## config.mk

```make
export PLATFORM = sky130hd
export DESIGN_NAME = usb_mouse_ps2_pkt
export DESIGN_NICKNAME = d
export VERILOG_FILES = /design/src/rtl/usb_mouse_ps2_pkt.sv
export SDC_FILE = /design/constraint.sdc
export NUM_CORES = 1
export LEC_CHECK = 0
export CAP_MARGIN = 20
export CORE_ASPECT_RATIO = 1.2
export CORE_MARGIN = 2
export CORE_UTILIZATION = 28
export CTS_BUF_LIST = sky130_fd_sc_hd__clkbuf_8
export CTS_CLUSTER_DIAMETER = 120
export DETAILED_ROUTE_END_ITERATION = 16
export HOLD_SLACK_MARGIN = 0.06
export MAX_ROUTING_LAYER = met4
export PLACE_DENSITY = 0.58
export SYNTH_ARGS = -nofsm -noshare
export SYNTH_HDL_FRONTEND = slang
export SYNTH_SLANG_ARGS = --single-unit
export TNS_END_PERCENT = 50
```

## constraint.sdc

```tcl
create_clock -name clk -period 4.18 [get_ports clk]
set_input_delay 0.836 -clock clk [delete_from_list [all_inputs] [get_ports clk]]
set_output_delay 0.836 -clock clk [all_outputs]
set_load 0.01 [all_outputs]
```

## src/rtl/usb_mouse_ps2_pkt.sv

```systemverilog
// usb_mouse_ps2_pkt: decodes APF cont4 mouse reports into a clamped cursor and rate-limited PS/2 packets
module usb_mouse_ps2_pkt #(
  parameter int NUM_BTN     = 3,
  parameter int ACC_W       = 12,
  parameter int SCALE_SHIFT = 0,
  parameter int MIN_GAP     = 1000,
  parameter int POS_W       = 10,
  parameter int POS_X_MAX   = 319,
  parameter int POS_Y_MAX   = 239
) (
  input  logic                      clk,
  input  logic                      reset_n,
  input  logic [31:0]               cont4_key,
  input  logic [31:0]               cont4_joy,
  input  logic [15:0]               cont4_trig,
  output logic                      is_mouse,
  output logic                      report_stb,
  output logic [NUM_BTN-1:0]        mouse_btn,
  output logic signed [15:0]        mouse_dx,
  output logic signed [15:0]        mouse_dy,
  output logic [POS_W-1:0]          mouse_x,
  output logic [POS_W-1:0]          mouse_y,
  output logic [24:0]               ps2_mouse
);
  localparam int EW = (ACC_W > 16 ? ACC_W : 16) + 2;
  localparam int PW = (POS_W > 16 ? POS_W : 16) + 2;
  localparam int GW = $clog2(MIN_GAP + 1);
  localparam logic signed [EW-1:0] A_MAX = EW'(2 ** (ACC_W - 1) - 1);
  localparam logic signed [EW-1:0] A_MIN = EW'(1 - 2 ** (ACC_W - 1));
  localparam logic signed [EW-1:0] O_MAX = EW'(255);
  localparam logic signed [EW-1:0] O_MIN = EW'(-256);
  localparam logic signed [EW-1:0] ZERO  = '0;
  localparam logic signed [PW-1:0] X_MAX = PW'(POS_X_MAX);
  localparam logic signed [PW-1:0] Y_MAX = PW'(POS_Y_MAX);
  typedef enum logic [1:0] {IDLE, EMIT, WAIT} state_t;
  state_t state;
  logic [2:0][3:0] typ_s;
  logic [2:0][15:0] cnt_s, dx_s, dy_s;
  logic [2:0][NUM_BTN-1:0] btn_s;
  logic [15:0] prev_cnt;
  logic signed [ACC_W-1:0] acc_x, acc_y;
  logic [2:0] last_btn, b3;
  logic [7:0] b8;
  logic [GW-1:0] gap;
  logic signed [EW-1:0] dxe, dye, sx, sy, axe, aye, oxe, oye, nx, ny;
  logic signed [PW-1:0] px, py;
  logic oxf, oyf, new_rpt, want;
  logic [7:0] status;
  logic unused_bits;
  function automatic logic signed [ACC_W-1:0] sat(input logic signed [EW-1:0] v);
    return ACC_W'(v > A_MAX ? A_MAX : v < A_MIN ? A_MIN : v);
  endfunction
  function automatic logic signed [EW-1:0] clip9(input logic signed [EW-1:0] v);
    return v > O_MAX ? O_MAX : v < O_MIN ? O_MIN : v;
  endfunction
  assign is_mouse    = typ_s[2] == 4'h5;
  assign new_rpt     = is_mouse && cnt_s[2] != prev_cnt;
  assign b8          = 8'(mouse_btn);
  assign b3          = b8[2:0];
  assign unused_bits = ^{cont4_key[27:16], cont4_joy[31:16], oxe, oye, b8};
  // Deltas are applied on the cycle after the report strobe, together with the packet drain.
  always_comb begin
    dxe    = EW'(mouse_dx);
    dye    = EW'(mouse_dy);
    sx     = report_stb ? (dxe >>> SCALE_SHIFT) : ZERO;
    sy     = report_stb ? -(dye >>> SCALE_SHIFT) : ZERO;
    axe    = EW'(acc_x);
    aye    = EW'(acc_y);
    oxe    = clip9(axe);
    oye    = clip9(aye);
    oxf    = oxe != axe;
    oyf    = oye != aye;
    nx     = axe - (state == EMIT ? oxe : ZERO) + sx;
    ny     = aye - (state == EMIT ? oye : ZERO) + sy;
    px     = PW'(signed'({1'b0, mouse_x})) + PW'(mouse_dx);
    py     = PW'(signed'({1'b0, mouse_y})) + PW'(mouse_dy);
    status = {oyf, oxf, oye[8], oxe[8], 1'b1, b3};
    want   = is_mouse && gap == '0 && (acc_x != '0 || acc_y != '0 || b3 != last_btn);
  end
  always_ff @(posedge clk) begin
    if (!reset_n) begin
      typ_s      <= '0;
      cnt_s      <= '0;
      dx_s       <= '0;
      dy_s       <= '0;
      btn_s      <= '0;
      prev_cnt   <= '0;
      report_stb <= 1'b0;
      mouse_btn  <= '0;
      mouse_dx   <= '0;
      mouse_dy   <= '0;
      mouse_x    <= '0;
      mouse_y    <= '0;
      acc_x      <= '0;
      acc_y      <= '0;
      last_btn   <= '0;
      gap        <= '0;
      ps2_mouse  <= '0;
      state      <= IDLE;
    end else begin
      typ_s      <= {typ_s[1:0], cont4_key[31:28]};
      cnt_s      <= {cnt_s[1:0], cont4_key[7:0], cont4_key[15:8]};
      dx_s       <= {dx_s[1:0], cont4_joy[7:0], cont4_joy[15:8]};
      dy_s       <= {dy_s[1:0], cont4_trig[7:0], cont4_trig[15:8]};
      btn_s      <= {btn_s[1:0], cont4_joy[16 +: NUM_BTN]};
      prev_cnt   <= cnt_s[2];
      report_stb <= new_rpt;
      if (new_rpt) begin
        mouse_btn <= btn_s[2];
        mouse_dx  <= signed'(dx_s[2]);
        mouse_dy  <= signed'(dy_s[2]);
      end
      if (report_stb) begin
        mouse_x <= px[PW-1] ? '0 : px > X_MAX ? POS_W'(POS_X_MAX) : px[POS_W-1:0];
        mouse_y <= py[PW-1] ? '0 : py > Y_MAX ? POS_W'(POS_Y_MAX) : py[POS_W-1:0];
      end
      acc_x <= is_mouse ? sat(nx) : '0;
      acc_y <= is_mouse ? sat(ny) : '0;
      case (state)
        IDLE: if (want) state <= EMIT;
        EMIT: begin
          ps2_mouse <= {~ps2_mouse[24], oye[7:0], oxe[7:0], status};
          last_btn  <= b3;
          gap       <= GW'(MIN_GAP - 1);
          state     <= WAIT;
        end
        default: if (gap == '0) state <= IDLE; else gap <= gap - 1'b1;
      endcase
      if (!is_mouse) last_btn <= '0;
    end
  end
endmodule

```

==> results.md, run 1 <==
- Result of the run: finished with violations
- Failing checks: negative setup slack
- Setup Skew: 47.5 ps
- Leftover overflow at the end of global routing: 0
- Part of the total power dissipated in combinational logic: 2.7%
- Critical path's slowest cell: sky130_fd_sc_hd__fa_1
- GR Layer Usage met1: 17.2%
- Full die area: 0.0540 sq mm
- Slowest cell delay on critical path: roughly 500 ps
- Cell count after synthesis: about 1600
- Pre-CTS worst setup slack: -316 ps
- Final-layout fill cell count: 5234
- Source of the critical timing path: mouse_dy[0]
- Part of the power in registers: 51.7%
- Top_reg_cell synth: sky130_fd_sc_hd__dfxtp_1
- Chip Width: 213 um
- Routed len/inst: 14.5 um
- Initial antenna violation count: 0
- Core Region: ~0.051 sq mm
- Routability cong.: around 0.87
- Capture point of the worst reg-to-reg path: acc_y[9]
- Sequential area share after synthesis: between 40% and 50%
- Overall routed net length: around 38 mm
- M2 GR Usage: 23.3%
- Total of flip-flops plus latches after synthesis: ~300
- Cell area after technology mapping: 0.0146 sq mm
- Post-detailed-route via-to-cell ratio: 4.57
- Overall power consumption: around 0.0057 W
- MaxCap Viol Count: 0
- Number of buffers inserted by hold repair at cts: 0
- Sink count of the clock tree: 301
- Final-report setup violation count: 2
- Peak supply drop: 215 uV
- Net switching power figure: 0.00124 W
- P_leak: 8.51 nW
- Number of enable-type register cells in the synthesized netlist: 0
- Fin worst setup slack: -22.6 ps
- Warnings, synthesis: 0
- Initial DRC Count: 485
- Layout overhead on the synthesized area: 35.3%
- Final core occ: 38.4%
- Number of max-slew violations in the final report: 0
- Max Clock Freq: 238 MHz
- Total via count after detailed routing: 11900
- Die extent in y: 254 um
- Library cells used by synthesis: 83
- Class of the most critical hold timing path: reg2reg
- Mean instance size in the synthesized netlist: ~9 sq um
- Crit path capture type: flip-flop
- Worst slew margin: a little over half
- Worst Reg2Reg Path Length in Cells: 16
- Most common cell after layout, fill and taps aside: sky130_fd_sc_hd__dfxtp_1
- Data required time at the worst endpoint: 4680 ps
- Wire length of the first global-routing pass: 59.8 mm
- Synthesized net count: 1758
- Post-DP HPWL: 28.2 mm
- Vias in the first global route: around 12000
- Worst-Margin Slew: 703 ps
- Met3 routing resource usage after global routing: 3.16%
- Cell-by-cell trace of the critical path: or3_1 > buf_4 > nor3_1 > xnor2_1 > nand2_1 > fa_1 > inv_1 > ha_1 > a211o_1 > o311a_4 > o211ai_1 > a21o_1 > nand4_1 > buf_6 > nor3b_1 > o22ai_1
- Maximum number of pins on one net before global-route repair: 151
- Endpoint arrival time on the critical path: 4700 ps
- Latest clock arrival within the worst-skew pair: 640 ps
- Most used cells in the layout excluding fill and tap cells: 294 x sky130_fd_sc_hd__dfxtp_1, 194 x sky130_fd_sc_hd__and2_1, 173 x sky130_fd_sc_hd__buf_4, 137 x sky130_fd_sc_hd__clkdlybuf4s50_1, 103 x sky130_fd_sc_hd__inv_1
- Port Buffer Count: 138
- Number of nets in the finished design: 2061
- Tcrit/Tclk final: 101%
- Num CTS Buffers: 49
- Diodes inserted: 0
- Clk buf depth: 3
- Number of standard-cell rows in the floorplan: 91
- Switching Share: 21.7%
- RSZ-0062 raised after global routing: yes
- Length of the first detailed-routing pass in iterations: 7
- Cell Pwr Density: 289 mW/mm^2
- H-tree levels: 2
- Share of async-settable or async-resettable flops after synthesis: 0%
- Clock network fraction of design power: 45.7%
- Starting utilization of the core area: 28.4%
- Critical path fanouts, max: 7
- Hold Violations, Final: 0
- Worst Setup EP: acc_y[9]
- Minimum clock period: approximately 4200 ps
- Root buf cell: sky130_fd_sc_hd__clkbuf_8
- RR Startpoint: mouse_dy[0]
- Total DRC errors in the routed layout: 0
- Post-route ant nets: 0
- Sort of element at the start of the critical path: flip-flop
- Clock tree from TritonCTS: done
- Register-to-Register Setup Slack: -20 ps
- Fraction of final layout cells with drive strength greater than 1: between 20 and 25%
- Ports placed on the boundary: 164
- Clock slew seen by the registers of the worst setup and hold paths: 60 ps
- Global router's overall resource usage: 14.2%
- Internal power component: 0.00447 W
- Highest-utilization routing layer at the global route stage: met2
- Category of the most critical setup path: reg2reg
## through the flow
stage	hold slack (ps)	TNS, ps	area [sq um]	cells
global placement	417	-2510	17900	2511
global route	427	-2370	19800	2610
CTS	408	-44.4	19200	2595
finish	406	-24.0	19800	2610
detailed placement	417	-3780	17900	2511
floorplan	412	-3.18	14700	1580
## synthesized netlist by cell type, types with 15 or more instances
cell type	n	area share [%]
sky130_fd_sc_hd__nor4_1	16	0.68
sky130_fd_sc_hd__fa_1	35	4.8
sky130_fd_sc_hd__clkbuf_1	69	1.8
sky130_fd_sc_hd__nand2_1	86	2.2
sky130_fd_sc_hd__inv_1	94	2.4
sky130_fd_sc_hd__nor2_1	49	1.3
sky130_fd_sc_hd__a211oi_1	17	0.87
sky130_fd_sc_hd__nand3_1	31	1.1
sky130_fd_sc_hd__o211ai_1	15	0.77
sky130_fd_sc_hd__nand4_1	16	0.68
sky130_fd_sc_hd__o21ai_0	47	1.6
sky130_fd_sc_hd__ha_1	61	5.2
sky130_fd_sc_hd__xor2_1	33	2.0
sky130_fd_sc_hd__a21o_1	25	1.3
sky130_fd_sc_hd__a21oi_1	93	3.2
sky130_fd_sc_hd__dfxtp_1	301	41
sky130_fd_sc_hd__nor2b_1	74	3.2
sky130_fd_sc_hd__and2_1	196	8.4
sky130_fd_sc_hd__nor3_1	30	1.0
sky130_fd_sc_hd__nand2b_1	26	1.1
sky130_fd_sc_hd__mux2i_1	37	2.5
sky130_fd_sc_hd__xnor2_1	38	2.3
## sequential cells by signal (all words and copies together) (netlist names), 10 cells and up
register / flops
mouse_dy: 16
dx_s: 48
mouse_dx: 16
cnt_s: 48
acc_y: 12
acc_x: 12
prev_cnt: 16
typ_s: 12
ps2_mouse: 25
gap: 10
mouse_y: 10
dy_s: 48
mouse_x: 10
## repair_timing
action,CTS,global route
endpoints found under the setup margin,22,22
resized for setup,45,97
buffers inserted,3,15
hold endpoints to repair,0,0
cloned,0,1
pin swaps,16,48
## metal layers
metal,wire length (um),up-vias
met5,0,-
li1,-,6014
met2,18100,219
met1,17000,5622
met3,1710,68
met4,1060,0
## power groups by stage
stage	sequential, W	combinational [W]	clock, W
3_3_place_gp	0.00301	0.000156	0
4_1_cts	0.00295	0.000158	0.00272
3_5_place_dp	0.00301	0.000158	0
2_1_floorplan	0.00301	0.0000844	0
6_report	0.00295	0.000154	0.00261
5_1_grt	0.00296	0.000172	0.00283
## layout make-up
class | instances | area, sq um | share of cell area (%)
multi-input combinational | 1110 | 8650 | 43.7
sequential | 301 | 6040 | 30.6
timing repair buffer | 325 | 2850 | 14.4
tap | 697 | 872 | 4.41
clock buffer | 58 | 798 | 4.04
inverter | 96 | 364 | 1.84
clock inverter | 23 | 196 | 0.994
## worst max-delay path, delay by kind of cell, from the launching register on
kind	cells	cell delay [ps]
DFF	1	320
AOI/OAI and AO/OA	5	1370
xor gates and xnor gates	1	150
adders and majority gates	2	760
buffers and inverters	3	400
and+or+nand+nor	5	1060
## logic make-up (layout without fill, tap and decap cells)
family	after synthesis	in the layout	synth area share [%]
compound gates	320	320	14.6
flops	301	301	41.2
simple gates	585	585	22.8
fa+ha+maj	96	96	10.0
buf+inv	169	502	4.36
xor+xnor	72	72	4.37
mux	37	37	2.53
## worst min-delay path by stage
stage | startpoint | to | slack, ps | depth (start not counted)
finish | dx_s[28] | dx_s[44] | 410 | 1
global route | btn_s[4] | btn_s[7] | 430 | 1
CTS | dx_s[29] | dx_s[45] | 410 | 1
detailed placement | cnt_s[10] | cnt_s[26] | 420 | 1
global placement | dx_s[18] | dx_s[34] | 420 | 1
floorplan | btn_s[0] | btn_s[3] | 410 | 1
Note: power is estimated with default switching activity, not from simulation.
==> inputs of run 2 (changes only) <==
--- a/config.mk
+++ b/config.mk
@@ -8,13 +8,13 @@
 export CAP_MARGIN = 20
 export CORE_ASPECT_RATIO = 1.2
 export CORE_MARGIN = 2
-export CORE_UTILIZATION = 28
+export CORE_UTILIZATION = 50
 export CTS_BUF_LIST = sky130_fd_sc_hd__clkbuf_8
 export CTS_CLUSTER_DIAMETER = 120
 export DETAILED_ROUTE_END_ITERATION = 16
 export HOLD_SLACK_MARGIN = 0.06
 export MAX_ROUTING_LAYER = met4
-export PLACE_DENSITY = 0.58
+export PLACE_DENSITY = 0.71
 export SYNTH_ARGS = -nofsm -noshare
 export SYNTH_HDL_FRONTEND = slang
 export SYNTH_SLANG_ARGS = --single-unit
==> run 2 against run 1 <==
  * Core utilization is 28 points higher
  * Register-to-register slack got worse by 70 ps
  * Hold slack lost 3.7 ps
  * Final cell count fell by 13%
  * The flow still finishes with violations (negative setup slack)
  * Die area decreased by 43%
==> results.md, run 2 (same netlist as run 1, synthesis figures left out) <==
- Crit path max-delay family: simple AND/OR/NAND/NOR gates
- Cell-by-cell trace of the critical path: or4_4 > buf_4 > nor4_4 > buf_4 > and3_1 > o21ai_1 > fa_1 > inv_1 > ha_4 > a21o_1 > a21oi_2 > o21ba_2 > o21ai_1 > a41oi_2 > nand4_1 > buf_6 > nor4b_4 > nor3_1
- Layout overhead on the synthesized area: 31.1%
- Root buf cell: sky130_fd_sc_hd__clkbuf_8
- Slowest cell delay on critical path: 540 ps
- Num CTS Buffers: 48
- Cell area after layout: ~0.019 sq mm
- Worst-Margin Slew: between 1000 and 1500 ps
- RSZ-0062 raised after global routing: yes
- Critical path's slowest cell: sky130_fd_sc_hd__or4_4
- Worst path bufs/invs: 4
- Crit path capture type: flip-flop
- Diodes inserted: 0
- Global router's overall resource usage: 22.8%
- Fin worst setup slack: -94.6 ps
- Routed len/inst: about 15 um
- Worst hold-check slack: 402 ps
- Fraction of final layout cells with drive strength greater than 1: 18.4%
- Tcrit/Tclk final: 102%
- Vias in the first global route: 11600
- Biggest registers after layout: cnt_s (48), dx_s (48), dy_s (48)
- Result of the run: finished with violations
- Most used cells in the layout excluding fill and tap cells: 295 x sky130_fd_sc_hd__dfxtp_1, 194 x sky130_fd_sc_hd__and2_1, 156 x sky130_fd_sc_hd__buf_4, 137 x sky130_fd_sc_hd__clkdlybuf4s50_1, 105 x sky130_fd_sc_hd__inv_1
- Placed Instance Area: 0.0174 sq mm
- Category of the most critical setup path: reg2reg
- Peak supply drop: 295 uV
- Length of the first detailed-routing pass in iterations: 5
- Total via count after detailed routing: 11900
- Hold Violations, Final: 0
- Class of the most critical hold timing path: reg2reg
- Starting utilization of the core area: 50.8%
- Post-detailed-route via-to-cell ratio: 5.23
- Sink count of the clock tree: 301
- Minimum clock period: between 4000 and 5000 ps
- Clk buf depth: 3
- Combined area of the multi-input logic cells: 0.00849 sq mm
- Full die area: slightly above 0.03 sq mm
- Chip Width: about 160 um
- P_leak: 8.39 nW
- Clock slew seen by the registers of the worst setup and hold paths: 60 ps
- Total DRC errors in the routed layout: 0
- Maximum number of pins on one net before global-route repair: roughly 220
- Setup Skew: between 40 and 50 ps
- Initial DRC Count: 448
- Sort of element at the start of the critical path: flip-flop
- MaxCap Viol Count: 0
- Cell Pwr Density: 303 mW/mm^2
- Final-report setup violation count: 8
- Core Region: 0.0288 sq mm
- Final-layout fill cell count: 2421
- Overall power consumption: 0.00580 W
- Wire length of the first global-routing pass: 55.6 mm
- H-tree levels: 2
- Port Buffer Count: roughly 140
- Most common cell after layout, fill and taps aside: sky130_fd_sc_hd__dfxtp_1
- Latest clock arrival within the worst-skew pair: 610 ps
- Initial antenna violation count: 0
- Number of standard-cell rows in the floorplan: a little under 70
- Data required time at the worst endpoint: 4630 ps
- Failing checks: negative setup slack
- Overall routed net length: 34.6 mm
- Critical path fanouts, max: 10
- Leftover overflow at the end of global routing: 0
- Max Clock Freq: around 230 MHz
- Number of nets in the finished design: a little over 2000
- Area of all sequential standard cells: 0.00604 sq mm
- Number of max-slew violations in the final report: 0
- Endpoint arrival time on the critical path: 4720 ps
- Worst slew margin: 30.1%
- Clock tree from TritonCTS: done
- Pre-CTS worst setup slack: -224 ps
- Die extent in y: 191 um
- Number of buffers inserted by hold repair at cts: 0
- Post-route ant nets: 0
- Ports placed on the boundary: 164
- Routability cong.: 0.908
- Post-DP HPWL: 25.3 mm
- Final core occ: about two thirds
==> run 2: area by class of cell <==
type	instances	share of cell area (%)
multi-input combinational	1110	44.3
sequential	301	31.5
timing repair buffer	307	14.3
clock buffer	57	4.10
tap	385	2.52
inverter	96	1.88
clock inverter	27	1.33
==> run 2: path summary, 6_finish.rpt <==
check	endpoint	cells past startpoint	from	slack, ps
max	acc_y[0]	18	mouse_dy[6]	-90
min	dy_s[32]	1	dy_s[16]	400
max reg2reg	acc_y[0]	18	mouse_dy[6]	-90
min reg2reg	dy_s[32]	1	dy_s[16]	400
==> run 2: repair_timing <==
action                     CTS  global route
pin swaps                   13            38
setup buffers                4            13
gates resized for setup     29            76
setup endpoints to repair   22            23
==> run 2: stage by stage <==
step                      setup TNS (ps)  cells
after global routing               -4210   2283
final                               -244   2283
after global placement             -1060   2181
after CTS                              0   2269
after floorplan                    -3.18   1580
after detailed placement           -2910   2181
==> run 2: metal layers <==
metal  vias up  routed length, um  GRT usage (%)
li1       6000                  -              -
met1      5588              14600           26.5
met2       279              17200           39.6
met3        78               1690           4.10
met4         0               1130           8.52
met5         -                  0              -
==> run 2: where the power goes <==
group,leakage [nW],switching [W],internal (W)
Sequential,2.46,0.0000150,0.00293
Combinational,5.34,0.0000557,0.0000942
Clock,0.591,0.00115,0.00155
==> inputs of run 3 (changes only) <==
--- a/config.mk
+++ b/config.mk
@@ -14,7 +14,7 @@
 export DETAILED_ROUTE_END_ITERATION = 16
 export HOLD_SLACK_MARGIN = 0.06
 export MAX_ROUTING_LAYER = met4
-export PLACE_DENSITY = 0.71
+export PLACE_DENSITY = 0.68
 export SYNTH_ARGS = -nofsm -noshare
 export SYNTH_HDL_FRONTEND = slang
 export SYNTH_SLANG_ARGS = --single-unit
==> constraint.sdc (replaced) <==
create_clock -name clk -period 5 [get_ports clk]
set_input_delay 1 -clock clk [delete_from_list [all_inputs] [get_ports clk]]
set_output_delay 1 -clock clk [all_outputs]
set_load 0.01 [all_outputs]
==> run 3 against run 2 <==
  * The run now ends clean
  * Sequential share of layout area rose by 3.2 points
  * First-iteration DRC count rose by 20%
  * Register-to-register slack improved by 440 ps
  * Critical path depth fell by 3
  * Clock-buffer cell count fell by 4
  * Combinational power fell by 17%
  * Non-clock buffer count fell by 144
  * Routed wire length fell by 7.0%
  * Worst setup slack improved by 440 ps
  * Critical path type unchanged
  * Largest cell class unchanged
  * Highest routed layer unchanged
==> results.md, run 3 (same netlist as run 1, synthesis figures left out) <==
- Crit path capture type: flip-flop
- Category of the most critical setup path: reg2reg
- Full die area: 0.0306 sq mm
- H-tree levels: 2
- MaxCap Viol Count: 0
- Most used cells in the layout excluding fill and tap cells: 301 x sky130_fd_sc_hd__dfxtp_1, 196 x sky130_fd_sc_hd__and2_1, 137 x sky130_fd_sc_hd__clkdlybuf4s50_1, 108 x sky130_fd_sc_hd__inv_1, 93 x sky130_fd_sc_hd__a21oi_1
- Post-detailed-route via-to-cell ratio: 5.24
- Chip Width: between 150 and 200 um
- Number of max-slew violations in the final report: 0
- Vias in the first global route: about 11000
- Starting utilization of the core area: 50.8%
- Leftover overflow at the end of global routing: 0
- Sink count of the clock tree: 301
- Tcrit/Tclk final: 93.1%
- Total DRC errors in the routed layout: 0
- P_leak: ~7.5 nW
- Placed Instance Area: 0.0164 sq mm
- Critical path's slowest cell: sky130_fd_sc_hd__or4_4
- Setup Skew: 25.1 ps
- Clock slew seen by the registers of the worst setup and hold paths: 60 ps
- Fraction of final layout cells with drive strength greater than 1: 7.19%
- Cell area after layout: 0.0174 sq mm
- RSZ-0062 raised after global routing: no
- Port Buffer Count: 138
- Slowest cell delay on critical path: 590 ps
- Layout overhead on the synthesized area: 18.9%
- Clock tree from TritonCTS: done
- Number of buffers inserted by hold repair at cts: 0
- Die extent in y: 191 um
- Max Clock Freq: 215 MHz
- Post-route ant nets: 0
- Initial DRC Count: 539
- Root buf cell: sky130_fd_sc_hd__clkbuf_8
- Diodes inserted: 0
- Minimum clock period: 4660 ps
- Core Region: about 0.029 sq mm
- Number of standard-cell rows in the floorplan: 68
- Number of nets in the finished design: 1897
- Global router's overall resource usage: between 20% and 30%
- Biggest registers after layout: cnt_s (48), dx_s (48), dy_s (48)
- Sort of element at the start of the critical path: flip-flop
- Peak supply drop: between 200 and 250 uV
- Result of the run: finished clean
- Wire length of the first global-routing pass: 52.8 mm
- Final-layout fill cell count: 2622
- Latest clock arrival within the worst-skew pair: ~600 ps
- Hold Violations, Final: 0
- Endpoint arrival time on the critical path: 5160 ps
- Post-DP HPWL: 23.5 mm
- Combined area of the multi-input logic cells: roughly 0.008 sq mm
- Maximum number of pins on one net before global-route repair: 126
- Cell-by-cell trace of the critical path: or4_4 > or4_1 > nor3_1 > xnor2_1 > nand2_1 > fa_1 > inv_1 > ha_1 > and2_1 > and3_1 > a211oi_1 > nand3_1 > a311oi_4 > nand3_2 > o22ai_1
- Cell Pwr Density: approximately 270 mW/mm^2
- Worst slew margin: between 30% and 40%
- Ports placed on the boundary: ~160
- Critical path fanouts, max: 10
- Final core occ: 60.4%
- Class of the most critical hold timing path: reg2reg
- Total via count after detailed routing: 11200
- Num CTS Buffers: 47
- Worst path bufs/invs: 1
- Initial antenna violation count: 0
- Final-report setup violation count: 0
- Length of the first detailed-routing pass in iterations: 5
- Clk buf depth: 3
- Fin Setup TNS: 0 ps
- Crit path max-delay family: simple AND/OR/NAND/NOR gates
- Most common cell after layout, fill and taps aside: sky130_fd_sc_hd__dfxtp_1
- Routed len/inst: 15.0 um
- Worst hold-check slack: 410 ps
- Routability cong.: a little under 0.9
- Area of all sequential standard cells: approximately 0.006 sq mm
- Data required time at the worst endpoint: 5500 ps
- Overall routed net length: 32.2 mm
- Worst-Margin Slew: 980 ps
## run 3: cell types whose count changed in the layout (fill, tap and decap cells not counted), moves of 6 or more
| cell | previous run | this run |
|---|---|---|
| sky130_fd_sc_hd__a21oi_1 | 82 | 93 |
| sky130_fd_sc_hd__a21oi_2 | 8 | 0 |
| sky130_fd_sc_hd__buf_4 | 156 | 25 |
| sky130_fd_sc_hd__buf_6 | 10 | 1 |
| sky130_fd_sc_hd__dfxtp_1 | 295 | 301 |
| sky130_fd_sc_hd__ha_1 | 47 | 61 |
| sky130_fd_sc_hd__ha_4 | 9 | 0 |
## run 3: layer usage
layer	track usage (%)	wire, um	up-vias	part of all wire [%]
met4	8.59	1060	0	3.3
met2	35.3	15300	250	47
met1	26.8	14300	5169	44
li1	-	-	5708	-
met5	-	0	-	0
met3	4.01	1590	81	4.9
## run 3: repair_timing
action,4_1_cts,5_1_grt
resized for setup,0,8
buffers inserted,0,1
setup endpoints to repair,0,20
endpoints found under the hold margin,0,0
## run 3: worst register-to-register path: cells and delay by family (launching register included)
family          cells  cell delay, ps
simple gates        8            2400
flops               1             310
compound gates      3             790
fa+ha+maj           2             890
xor+xnor            1             140
buf+inv             1              40
## run 3: final cells by class
cell class              instances  share of cell area, %
repair buffers                163                   9.04
clock inverters                30                   1.21
multi-input cells            1110                   46.0
flip-flops and latches        301                   34.7
well taps                     385                   2.77
clock buffers                  53                   4.20
inverters                      96                   2.07
## run 3: path summary, 6_finish.rpt
kind | cells after the start | from | slack [ps] | to
max | 15 | mouse_dy[3] | 340 | acc_y[9]
min | 1 | dy_s[16] | 410 | dy_s[32]
max reg2reg | 15 | mouse_dy[3] | 340 | acc_y[9]
min reg2reg | 1 | dy_s[16] | 410 | dy_s[32]
## run 3: where the power goes
group	switching (W)	internal, W
Combinational	0.0000462	0.0000778
Sequential	0.0000121	0.00245
Clock	0.000947	0.00109
## run 3: stage by stage
| stage | power [W] | setup WS, ps | cells |
|---|---|---|---|
| CTS | 0.00469 | 218 | 2137 |
| global route | 0.00482 | 16.5 | 2138 |
| finish | 0.00462 | 343 | 2138 |
| global placement | 0.00264 | 320 | 2054 |
| floorplan | 0.00259 | 509 | 1580 |
| detailed placement | 0.00265 | 257 | 2054 |
